`src/rtl/serial_add_pkg.sv`:
```
// Shared definitions for the bit-serial adder controller.
// State encoding: IDLE=0, RUN=1, DONE=2; the unused code 3 recovers to IDLE.
package serial_add_pkg;

    typedef enum logic [1:0] {
        IDLE = 2'd0,
        RUN  = 2'd1,
        DONE = 2'd2
    } state_t;

    localparam int unsigned DEFAULT_WIDTH = 8;

endpackage

```
`src/rtl/full_adder.sv`:
```
// One-bit full adder cell; the controller's only arithmetic element.
module full_adder (
    input  logic i_a,
    input  logic i_b,
    input  logic i_cin,
    output logic o_sum,
    output logic o_cout
);

    assign o_sum  = i_a ^ i_b ^ i_cin;
    assign o_cout = (i_a & i_b) | (i_a & i_cin) | (i_b & i_cin);

endmodule

```
`src/rtl/serial_add_ctrl.sv`:
```
// Bit-serial adder controller: one full_adder cell reused across WIDTH
// clocks, LSB first, with valid/ready handshakes on operands and result.
// Optional macro SERIAL_ADD_SUB_EN adds a 'sub' input (a-b in two's
// complement) and an 'ovf' signed-overflow output.
module serial_add_ctrl
    import serial_add_pkg::*;
#(
    parameter int unsigned WIDTH = DEFAULT_WIDTH
) (
    input  logic             clk,
    input  logic             rst,
    input  logic             in_valid,
    output logic             in_ready,
    input  logic [WIDTH-1:0] a,
    input  logic [WIDTH-1:0] b,
    input  logic             cin,
`ifdef SERIAL_ADD_SUB_EN
    input  logic             sub,
    output logic             ovf,
`endif
    output logic             out_valid,
    input  logic             out_ready,
    output logic [WIDTH-1:0] sum,
    output logic             cout,
    output logic             busy
);

    localparam int unsigned      CNT_W = $clog2(WIDTH);
    localparam logic [CNT_W-1:0] LAST  = CNT_W'(WIDTH - 1);

    state_t           r_state;
    state_t           w_state_nxt;
    logic [WIDTH-1:0] r_a;
    logic [WIDTH-1:0] r_b;
    logic [WIDTH-1:0] r_sum;
    logic             r_carry;
    logic [CNT_W-1:0] r_cnt;
    logic             w_accept;
    logic             w_step;
    logic             w_last;
    logic             w_fa_sum;
    logic             w_fa_cout;
`ifdef SERIAL_ADD_SUB_EN
    logic             r_ovf;
`endif

    full_adder u_fa (
        .i_a    (r_a[0]),
        .i_b    (r_b[0]),
        .i_cin  (r_carry),
        .o_sum  (w_fa_sum),
        .o_cout (w_fa_cout)
    );

    // State register
    always_ff @(posedge clk) begin
        if (rst) begin
            r_state <= IDLE;
        end else begin
            r_state <= w_state_nxt;
        end
    end

    // Next-state decode and handshake outputs
    always_comb begin
        w_state_nxt = r_state;
        in_ready    = 1'b0;
        out_valid   = 1'b0;
        busy        = 1'b0;
        w_accept    = 1'b0;
        w_step      = 1'b0;
        case (r_state)
            IDLE: begin
                in_ready = 1'b1;
                if (in_valid) begin
                    w_accept    = 1'b1;
                    w_state_nxt = RUN;
                end
            end
            RUN: begin
                busy   = 1'b1;
                w_step = 1'b1;
                if (r_cnt == LAST) begin
                    w_state_nxt = DONE;
                end
            end
            DONE: begin
                busy      = 1'b1;
                out_valid = 1'b1;
                if (out_ready) begin
                    w_state_nxt = IDLE;
                end
            end
            default: w_state_nxt = IDLE;
        endcase
    end

    assign w_last = w_step && (r_cnt == LAST);

    // Operand load on accept, then one bit per clock through the adder cell
    always_ff @(posedge clk) begin
        if (rst) begin
            r_a     <= '0;
            r_b     <= '0;
            r_sum   <= '0;
            r_carry <= 1'b0;
            r_cnt   <= '0;
`ifdef SERIAL_ADD_SUB_EN
            r_ovf   <= 1'b0;
`endif
        end else if (w_accept) begin
            r_a   <= a;
            r_cnt <= '0;
`ifdef SERIAL_ADD_SUB_EN
            r_b     <= sub ? ~b : b;
            r_carry <= sub ? 1'b1 : cin;
`else
            r_b     <= b;
            r_carry <= cin;
`endif
        end else if (w_step) begin
            r_a     <= r_a >> 1;
            r_b     <= r_b >> 1;
            r_sum   <= {w_fa_sum, r_sum[WIDTH-1:1]};
            r_carry <= w_fa_cout;
            // Counter parks at WIDTH-1 on the last bit instead of wrapping.
            if (!w_last) begin
                r_cnt <= r_cnt + CNT_W'(1);
            end
`ifdef SERIAL_ADD_SUB_EN
            if (w_last) begin
                r_ovf <= r_carry ^ w_fa_cout;
            end
`endif
        end
    end

    assign sum  = r_sum;
    assign cout = r_carry;
`ifdef SERIAL_ADD_SUB_EN
    assign ovf  = r_ovf;
`endif

endmodule
```
`config.mk`:
```
export PLATFORM = sky130hd
export DESIGN_NAME = serial_add_ctrl
export DESIGN_NICKNAME = d
export VERILOG_FILES = /design/src/rtl/serial_add_pkg.sv /design/src/rtl/full_adder.sv /design/src/rtl/serial_add_ctrl.sv
export SDC_FILE = /design/constraint.sdc
export NUM_CORES = 1
export LEC_CHECK = 0
export ABC_AREA = 1
export CAP_MARGIN = 30
export CORE_UTILIZATION = 45
export CTS_BUF_LIST = sky130_fd_sc_hd__clkbuf_4
export CTS_CLUSTER_SIZE = 12
export DETAILED_ROUTE_END_ITERATION = 10
export PLACE_DENSITY = 0.73
export SYNTH_ARGS = -nofsm -noshare
export SYNTH_HDL_FRONTEND = slang
export SYNTH_SLANG_ARGS = --single-unit
```
`constraint.sdc`:
```
create_clock -name clk -period 2.25 [get_ports clk]
set_input_delay 0.225 -clock clk [delete_from_list [all_inputs] [get_ports clk]]
set_output_delay 0.225 -clock clk [all_outputs]
set_load 0.05 [all_outputs]
```
Word-level counts from Yosys, hierarchy flattened
Index checks and enable logic that the tools add are counted.
- add/sub/neg operators: 1
- eq/ne operators: 6
- mux-type cells: 16
- bitwise gates (word level): 9
- reductions and logical operators: 8
- operators by type and width (operator ; count):
    $mux 8 ; 4
    $mux 1 ; 8
    $mux 2 ; 3
    $ne 2x2->1 const B ; 3
    $pmux 2 s3 ; 1
    $reduce_and 2->1 ; 2
    $reduce_or 2->1 ; 2
    $add 3x1->3 const B ; 1
    $and 1x1->1 ; 3
    $eq 3x3->1 const B ; 1
    $reduce_and 3->1 ; 1
    $eq 2x1->1 const B ; 1
    $eq 2x2->1 const B ; 1
    $logic_not 2->1 ; 1
    $not 1->1 ; 2
    $or 1x1->1 ; 2
    $reduce_bool 2->1 ; 1
    $xor 1x1->1 ; 2
    $logic_and 1x1->1 ; 1
- flip-flop bits (word level): 30
- input bits: 21
- output and inout bits: 12

Depth between registers and ports, before layout
Gate-level depths: netlist (run 1).
- word-level depth: 5
- gate-level depth with buffers: 8
- gate-level depth less buffers: 8

Modules after synthesis
From an unflattened synthesis (run 1), not the netlist that was laid out.
- cells, all modules: 178
- area total of the unflattened synthesis: 1413.9 um^2
- by module, submodules not included (module ; instances ; cells each ; area an instance (um^2)):
    serial_add_ctrl ; 1 ; 177 ; 1393.8
    full_adder ; 1 ; 1 ; 20.0

Worst setup path after synthesis (run 1)
No wires, ideal clock.
- path type: register to register
- start point: reg r_state[0]
- end point: reg r_a[5]
- setup time: 143 ps
- data arrival time: 1526 ps
- required time: 2107 ps
- slack: 581 ps
- stages on the path, launching flop included: 7
- path buffers: 1
- period minus slack after synthesis: 1669 ps
- path through: dfxtp_1 > inv_1 > ha_1 > nand2_4 > buf_4 > o21ai_1 > a21oi_2
- longest elaborated chain between the ends: 3
- elaborated cells on any way between the ends: 6
- those cells by class: eq/ne (1); mux (3); reduce/logical (2)
- ends and longest elaborated chain (what ; RTL line ; source):
    start: declaration ; serial_add_ctrl.sv:31 ; state_t r_state;
    start signal: assignment ; serial_add_ctrl.sv:60 ; r_state <= w_state_nxt;
    $eq 2x1->1 / $logic_not 2->1 (equally long branches) ; serial_add_ctrl.sv:72 ; case (r_state)
    $mux 1 ; serial_add_ctrl.sv:72 ;
    $reduce_bool 2->1 (no line) / $mux 8 (equally long branches) ; -- ;
    end signal: assignment ; serial_add_ctrl.sv:122 ; r_a <= r_a >> 1;
    end: declaration ; serial_add_ctrl.sv:33 ; logic [WIDTH-1:0] r_a;
Several ways; a longest one is shown, not always the timed one.
A chain may end at the register's enable or synchronous reset.

Worst setup path after layout (run 1)
- start point: reg r_state[0]
- end point: out in_ready
- longest elaborated chain between the ends: 2
- ends and longest elaborated chain (what ; RTL line ; source):
    $logic_not 2->1 ; serial_add_ctrl.sv:72 ;
    $mux 1 ; serial_add_ctrl.sv:72 ;
    end: declaration ; serial_add_ctrl.sv:13 ; output logic in_ready,
No other way between the ends.

==> impl.org, run 1 <==
** Status
- The run finished with clean final reports.

** Critical path
- Critical Path, Cell by Cell :: inv_1, ha_1, clkdlybuf4s50_1
- Crit path DAT :: 1840 ps
- Maximum fanout count along the critical path :: 4
- Critical-path top delay cell :: sky130_fd_sc_hd__clkdlybuf4s50_1
- STA classifies the critical path startpoint as a register.
- Delay of the slowest critical-path stage :: around 830 ps
- Type of the worst setup path :: reg2out
- WP data required :: around 2000 ps
- Critical path capture point type :: output pin

** Timing
- Static timing analysis puts the maximum clock frequency at just under 500 MHz.
- Period Utilization, post-route :: 0.919
- Transition at the pin with the smallest max-transition slack :: about 610 ps
- Shortest clock period the worst path allows after layout :: just over 2000 ps
- For the final database, setup skew stands at about 9.4 ps.
- Count of endpoints failing hold in the final timing report :: 0
- Setup repair after global routing left no endpoint under its margin.
- The worst pin sits at a relative slew slack of 0.593.
- Setup violations, final :: 0
- Sum of negative setup slack :: 0 ps
- Max-slew violations :: 0

** Detailed routing
- Count of nets left with antenna violations after detail routing :: 0
- Via total after detailed routing :: approximately 1200
- The first routing iteration left 44 violations.
- Routed wire length per instance :: between 10 and 15 um
- Ratio of routed vias to standard cells :: approximately 4.7
- Post-Route WL :: 2690 um
- Number of design rule violations left after detail routing :: 0
- Pre-Repair DR Iteration Count :: 4

** Die
- The floorplan has 20 rows.
- Core footprint :: slightly above 3000 um2
- From left edge to right edge, the die measures slightly below 60 um.
- Height of the die :: approximately 58 um
- Total die area :: 3380 um2
- I/O pin total :: 33
- Initial standard-cell utilization of the core :: 0.469

** Clock tree
- TritonCTS created 5 clock buffers.
- The clock reaches the later pin of the worst-skew pair after 330 ps.
- Hold-fix buffers, CTS :: 0
- Clock slew at reported path FFs :: ~90 ps
- Clock root buffer master :: sky130_fd_sc_hd__clkbuf_4
- Post-cts repair resize count :: 0
- Clock tree from TritonCTS :: yes
- In this run the number of H-tree levels came out at 2.
- Post-CTS setup buffer count :: 0
- Largest buffer count on any clock path :: 2
- The tree built by TritonCTS fans out to 30 sinks.

** Layout
- Compared with the post-synthesis result, the final layout area differs by 25.8%.
- In the final design database the tool counted ~240 nets.
- After filler insertion, the fill cell instance count of the layout stands at between 200 and 300.
- Area used by multi-input combinational logic :: roughly 700 um2
- Of the cells placed in the final design, the portion with a size suffix greater than 1 is 0.156.
- At the end of the flow the core is filled with cells to 0.590.
- In the final layout, flip-flops and latches occupy ~600 um2.
- ANT cells :: 0

** Synth
- In this run the cell area of the synthesized design comes to around 1400 um2.
- Sequential element share of the synthesized area :: 0.423
- Cell types with the largest area share after synthesis :: sky130_fd_sc_hd__dfxtp_1 (42%), sky130_fd_sc_hd__nand2_1 (11%), sky130_fd_sc_hd__a21oi_2 (6.2%)
- Each instance of the synthesized netlist takes up on average ~8 um2.
- Ranked by instance count, the synthesized netlist is headed by sky130_fd_sc_hd__nand2_1 (42), sky130_fd_sc_hd__dfxtp_1 (30), sky130_fd_sc_hd__nor2_1 (21).
- Number of different library cells in the post-synthesis netlist :: 22
- Synthesis-stage register bit count :: 30
- Fraction of post-synthesis cell area in the top cell type by area :: 0.423
- Synthesis produced roughly 180 cells.
- The largest total area in the synthesized netlist belongs to sky130_fd_sc_hd__dfxtp_1.
- sky130_fd_sc_hd__nand2_1 is the most common cell in the netlist.
- Among all flip-flop cells after synthesis, the most frequent one is sky130_fd_sc_hd__dfxtp_1.
- Synthesized net count :: around 200
- Asr flop ratio synth :: 0
- Number of warnings printed during yosys synthesis :: 0
- Count of flip-flops with a built-in enable after synthesis :: 0

** Pwr
- Total power of the final layout :: approximately 2.6 mW
- Clk pwr share :: 0.112
- Comb pwr share :: 0.568
- The share of total power dissipated in sequential elements is 0.321.
- Of the total power, the share spent switching nets is 0.486.
- Internal portion of total power :: roughly 1.3 mW
- For this design the static power due to leakage is ~0.74 nW.
- Worst voltage drop across the vdd grid :: ~0.00047 V
- In this run the power spent charging and discharging nets is ~1.2 mW.
- Power Density :: approximately 1400 nW/um2

** GRT
- The layer flagged by global routing as most heavily used is met2.
- The via count of the first global-routing pass came to around 1100.
- Entering global routing, the biggest net connects 29 pins.
- Fraction of met1 tracks used by global routing :: 0.200
- Summed over all layers, the global routing overflow is 0.
- Met2 GRT Util :: 0.320
- First-pass GRT wire length :: between 4000 and 5000 um
- All-Layer GR Usage :: 0.184
- Met3 Use GR :: 0.0692
- The number of antenna violations at the first check in global routing is 0.

** Min path
- Hold WC Path Type :: reg2reg

** Job
- Across the run, the number of max-cap violations was 0.

** Place
- IO buf count :: 32
- Weighted congestion at the end of routability-driven global placement :: between 0.7 and 0.8
- Once detailed placement completed, the half-perimeter wirelength came to 1970 um.
final cells by class:
cell class	count	area share
Multi-Input combinational cell	130	0.392
Clock inverter	3	0.00630
Inverter	9	0.0217
Sequential cell	30	0.336
Timing Repair Buffer	35	0.192
Tap cell	44	0.0308
Clock buffer	5	0.0210
logic make-up after synthesis:
logic type,count (synthesis),share of synthesized area
AND/OR/NAND/NOR,77,0.241
AO/OA/AOI/OAI,46,0.189
flip-flops,30,0.423
buffers and inverters,18,0.0837
adder cells (fa/ha/maj),6,0.0582
XOR/XNOR,1,0.00617
per-stage QoR:
step	setup WS (ps)	hold slack [ps]	cells	instance area (um2)
final	183	454	256	1790
after global routing	69.0	466	256	1790
after CTS	157	465	256	1790
after detailed placement	535	452	248	1740
after global placement	583	449	248	1740
after floorplan	581	294	178	1420
critical path, delay by kind of cell, from the launching register on:
kind / cells / cell delay, ps
adder cells (fa/ha/maj): 1 / 260
flip-flops: 1 / 330
buffers and inverters: 2 / 930
path summary, 6_finish.rpt:
| path | start | endpoint | slack [ps] | cells after the start |
|---|---|---|---|---|
| max | r_state[0] | in_ready | 180 | 3 |
| min reg2reg | r_a[1] | r_a[0] | 450 | 2 |
| min | r_a[1] | r_a[0] | 450 | 2 |
| max reg2reg | r_state[1] | r_a[4] | 610 | 7 |
registers in the layout, indices dropped and copies added (netlist names):
register  count
cout          1
r_cnt         3
r_b           8
r_state       2
r_a           8
sum           8
per-layer routing:
| layer | vias to the layer above | share of wire |
|---|---|---|
| li1 | 641 | - |
| met1 | 541 | 0.45 |
| met2 | 27 | 0.49 |
| met3 | 5 | 0.053 |
| met4 | 0 | 0.014 |
| met5 | - | 0 |
placed cells by master (no fill, tap or decap):
| cell | n |
|---|---|
| sky130_fd_sc_hd__inv_6 | 1 |
| sky130_fd_sc_hd__xor2_1 | 1 |
| sky130_fd_sc_hd__o21ai_0 | 8 |
| sky130_fd_sc_hd__nand3_1 | 1 |
| sky130_fd_sc_hd__inv_2 | 1 |
| sky130_fd_sc_hd__o21ai_1 | 15 |
| sky130_fd_sc_hd__inv_1 | 7 |
| sky130_fd_sc_hd__nand2_4 | 1 |
| sky130_fd_sc_hd__nand2_1 | 42 |
| sky130_fd_sc_hd__nor2_8 | 1 |
| sky130_fd_sc_hd__clkbuf_4 | 5 |
| sky130_fd_sc_hd__clkdlybuf4s50_1 | 32 |
| sky130_fd_sc_hd__clkinv_1 | 3 |
| sky130_fd_sc_hd__fa_1 | 1 |
| sky130_fd_sc_hd__ha_1 | 5 |
| sky130_fd_sc_hd__nor2_1 | 21 |
| sky130_fd_sc_hd__dfxtp_1 | 30 |
| sky130_fd_sc_hd__nand2_2 | 11 |
| sky130_fd_sc_hd__buf_4 | 3 |
| sky130_fd_sc_hd__a21oi_2 | 10 |
| sky130_fd_sc_hd__a21oi_1 | 13 |
power by group through the flow:
stage	combinational, mW	clock (mW)	sequential [mW]
final	1.45	0.285	0.819
after global routing	1.59	0.336	0.842
after CTS	1.47	0.300	0.819
after detailed placement	1.46	0	0.830
after global placement	1.43	0	0.819
after floorplan	1.01	0	1.02
No activity file was read; power rests on OpenSTA's default activity.
==> inputs of run 2 (changes only) <==
--- a/config.mk
+++ b/config.mk
@@ -11,7 +11,9 @@
 export CTS_BUF_LIST = sky130_fd_sc_hd__clkbuf_4
 export CTS_CLUSTER_SIZE = 12
 export DETAILED_ROUTE_END_ITERATION = 10
+export GPL_TIMING_DRIVEN = 0
 export PLACE_DENSITY = 0.73
 export SYNTH_ARGS = -nofsm -noshare
 export SYNTH_HDL_FRONTEND = slang
+export SYNTH_HIERARCHICAL = 1
 export SYNTH_SLANG_ARGS = --single-unit
==> impl.org, run 2 <==
** Synth
- The post-synthesis adder-cell area fraction was 0.0584 (was 0.0581).
- Most instantiated flip-flop cell in the synthesis netlist :: sky130_fd_sc_hd__dfxtp_1 (unchanged)
- Number of different library cells in the post-synthesis netlist :: 21 (was 22)
- Most common cell in the synthesized netlist :: sky130_fd_sc_hd__nand2_1 (unchanged)
- Fraction of post-synthesis cell area in the top cell type by area :: 0.425 (was 0.423)
- Synth Instances :: 178 (unchanged)
- Per-instance average area after synthesis :: 7.94 um2 (was 7.98 um2)
- Asr flop ratio synth :: 0 (unchanged)
- The simple logic cell fraction of the synthesized area came to 0.242 (was 0.241).
- The sequential area share after synthesis was 0.425 (was 0.423).
- List of most frequent post-synthesis cells :: sky130_fd_sc_hd__nand2_1 (42), sky130_fd_sc_hd__dfxtp_1 (30), sky130_fd_sc_hd__o21ai_1 (23) (was sky130_fd_sc_hd__nand2_1 (42), sky130_fd_sc_hd__dfxtp_1 (30), sky130_fd_sc_hd__nor2_1 (21))
- Combinational family with the most area after synthesis :: simple AND/OR/NAND/NOR gates (unchanged)
- Largest area contributor in the netlist :: sky130_fd_sc_hd__dfxtp_1 (unchanged)
- Cell types with the largest area share after synthesis: sky130_fd_sc_hd__dfxtp_1 (42%), sky130_fd_sc_hd__nand2_1 (11%), sky130_fd_sc_hd__o21ai_1 (8.1%) (was sky130_fd_sc_hd__dfxtp_1 (42%), sky130_fd_sc_hd__nand2_1 (11%), sky130_fd_sc_hd__a21oi_2 (6.2%)).
- Xor and xnor fraction of the mapped netlist area :: 0.00619 (was 0.00617)
- The total nets after synthesis is 205 (unchanged).
- The post-synth design cell area came to 1410 um2 (was 1420 um2).
- Fraction of the mapped netlist area in compound gates :: 0.189 (about the same)
- Multiplexer share of the synthesized area :: 0 (unchanged)
- The number of synthesized flops with an enable pin came to 0 (unchanged).
- Number of warnings printed during yosys synthesis :: 6 (was 0)
- The count of state elements after synthesis was 30 (unchanged).

** Detailed routing
- The number of iterations in the first detailed-routing pass is 7 (was 4).
- DRC violation total after the first TritonRoute iteration :: 29 (was 44)
- The total via count in the routed design was 1256 (was 1214).
- The ratio of routed vias to standard cells was 4.83 (was 4.74).
- The total detailed-routing wirelength is 2800 um (was 2690 um).
- Routed wire length per instance :: 10.8 um (was 10.5 um)
- Number of design rule violations left after detail routing :: 3 (was 0)
- Count of nets left with antenna violations after detail routing :: 0 (unchanged)

** Layout
- The share of post-route cells with drive strength above 1 is 0.183 (was 0.156).
- Synthesis-to-finish area growth :: 30.2% (was 25.8%)
- The count of antenna diodes in the layout came to 0 (unchanged).
- Net count, final :: 244 (was 238)
- The post-route cell area came to 1840 um2 (was 1790 um2).
- Final core utilization :: 0.640 (was 0.590)
- Most frequent cells in the layout: sky130_fd_sc_hd__nand2_1 (42), sky130_fd_sc_hd__clkdlybuf4s50_1 (32), sky130_fd_sc_hd__dfxtp_1 (30), sky130_fd_sc_hd__o21ai_1 (23), sky130_fd_sc_hd__nor2_1 (21) (was sky130_fd_sc_hd__nand2_1 (42), sky130_fd_sc_hd__clkdlybuf4s50_1 (32), sky130_fd_sc_hd__dfxtp_1 (30), sky130_fd_sc_hd__nor2_1 (21), sky130_fd_sc_hd__o21ai_1 (15)).
- The layout filler cell count was 275 (was 292).
- The most common cell after layout, fill and taps aside is sky130_fd_sc_hd__nand2_1 (unchanged).

** Critical path
- The worst setup path startpoint is r_state[1] (was r_state[0]).
- The flop-to-flop setup slack was 820 ps (was 610 ps).
- The capturing element type of the critical path is an output pin (unchanged).
- The reg-to-reg startpoint is r_state[1] (unchanged).
- The capture point of the worst reg-to-reg path is r_a[7] (was r_a[4]).
- Worst-case reg-to-reg path depth :: 8 (was 7)
- End point of the critical path :: in_ready (unchanged)
- The maximum fanout encountered on the critical timing path came to 4 (unchanged).
- Crit path DAT :: 1850 ps (was 1840 ps)
- Type of the worst setup path :: reg2out (unchanged)
- Startpoint type of the worst setup path :: register (unchanged)
- The endpoint required time on the critical path was 2030 ps (about the same).

** Die
- The die area was 3370 um2 (was 3380 um2).
- # rows :: 19 (was 20)
- Initial standard-cell utilization of the core :: 0.492 (was 0.469)
- The I/O pin total came to 33 (unchanged).
- Height of the die :: 58.1 um (was 58.2 um)
- Core footprint :: 2880 um2 (was 3030 um2)
- The overall die width was 58.1 um (was 58.2 um).

** Min path
- Hold WC Path Type :: in2reg (was reg2reg)

** GRT
- The global router's overall resource usage came to 0.186 (was 0.184).
- The first-pass GRT wire length was 4640 um (was 4720 um).
- The via count of the first global-routing pass is 1101 (was 1142).
- The pin count of the biggest net entering global routing came to 11 (was 29).
- Total overflow reported by the global router :: 0 (unchanged)
- The number of antenna violations at the first check in global routing was 0 (unchanged).

** Timing
- Final worst-path setup slack :: 176 ps (was 183 ps)
- Transition at the pin with the smallest max-transition slack :: 681 ps (was 610 ps)
- The post-route clock period utilization was 0.922 (was 0.919).
- Setup Skew :: 7.39 ps (was 9.36 ps)
- The post-route minimum period came to 2070 ps (about the same).
- Max-slew violations :: 0 (unchanged)
- The number of hold-slack violations in the final timing report came to 0 (unchanged).
- Setup violations, final :: 0 (unchanged)
- FMAX :: 482 MHz (was 484 MHz)
- Unrepaired setup endpoints after global routing :: false (unchanged)
- The worst-case headroom to the max-slew limit came to 0.546 (was 0.593).
- Sum of negative setup slack :: 0 ps (unchanged)

** Pwr
- The leakage power summed over all cells is 0.775 nW (was 0.744 nW).
- The cell area power density was 1470 nW/um2 (was 1430 nW/um2).
- Total power of the final layout :: 2.70 mW (was 2.55 mW)
- Worst voltage drop across the vdd grid :: 0.000607 V (was 0.000474 V)

** Clock tree
- The post-cts gate resize count came to 0 (unchanged).
- Number of levels the H-tree was split into :: 2 (unchanged)
- The number of buffers inserted by hold repair at cts was 0 (unchanged).
- Largest buffer count on any clock path :: 2 (unchanged)
- Clock tree from TritonCTS :: yes (unchanged)
- The clock transition at the registers of the reported paths was 100 ps (was 90 ps).
- Clock buffer count from CTS :: 5 (unchanged)
- Sink count of the clock tree :: 30 (unchanged)
- Clock root buffer master :: sky130_fd_sc_hd__clkbuf_4 (unchanged)
- The later-pin clock latency in the skew report is 330 ps (about the same).
- The post-CTS setup repair buffer count was 0 (unchanged).

** Place
- The port buffer count was 32 (unchanged).
- The global placement routability congestion is 0.768 (was 0.727).
- Pre-CTS setup slack :: 531 ps (was 535 ps)
- Placement-stage cell area :: 1790 um2 (was 1740 um2)
- The HPWL after detailed placement is 2080 um (was 1970 um).

** Status
- Violations in the final reports :: design-rule violations
- Result of the run :: finished, violations left (was completed)

** Job
- Max-capacitance violation count :: 0 (unchanged)
-- run 2: cell counts after synthesis --
Identical to the previous run, type by type.
-- run 2: final cells by class --
class | instances | area (um2) | area share
Tap cell | 42 | 52.6 | 0.0286
Buffer | 9 | 76.3 | 0.0415
Inverter | 9 | 36.3 | 0.0197
Clock inverter | 3 | 16.3 | 0.00884
Sequential cell | 30 | 601 | 0.326
Clock buffer | 5 | 37.5 | 0.0204
Multi-Input combinational cell | 130 | 701 | 0.381
Timing Repair Buffer | 32 | 320 | 0.174
-- run 2: per-layer routing --
| layer | GRT usage | wire length, um | up-vias |
|---|---|---|---|
| met5 | 0 | 0 | - |
| met4 | 0.0850 | 64 | 0 |
| met3 | 0.0603 | 163 | 8 |
| met2 | 0.330 | 1360 | 37 |
| met1 | 0.200 | 1210 | 562 |
| li1 | - | - | 649 |
-- run 2: stage by stage --
| step | hold slack, ps | cells |
|---|---|---|
| after CTS | 453 | 260 |
| after global placement | 452 | 252 |
| after floorplan | 294 | 178 |
| final | 465 | 260 |
| after global routing | 479 | 260 |
| after detailed placement | 452 | 252 |
-- run 2: where the power goes --
part | internal, mW | switching [mW]
logic | 0.583 | 0.988
registers | 0.708 | 0.115
clock network | 0.116 | 0.190
-- run 2: worst max-delay path, stage by stage, from the launching register on --
cell	delay, ps
sky130_fd_sc_hd__dfxtp_1	330
sky130_fd_sc_hd__inv_1	90
sky130_fd_sc_hd__ha_1	260
sky130_fd_sc_hd__clkdlybuf4s50_1	840
-- run 2: logic make-up after synthesis --
logic type      Yosys count
simple gates             77
compound gates           46
flops                    30
buf+inv                  18
fa+ha+maj                 6
xor+xnor                  1
-- run 2: worst min path at each step --
| stage | startpoint | end | depth (start not counted) |
|---|---|---|---|
| after floorplan | rst | r_a[5] | 1 |
| after global placement | r_a[6] | r_a[6] | 2 |
| after detailed placement | r_b[6] | r_b[6] | 2 |
| after CTS | a[7] | r_a[7] | 3 |
| after global routing | a[7] | r_a[7] | 3 |
| final | a[7] | r_a[7] | 3 |
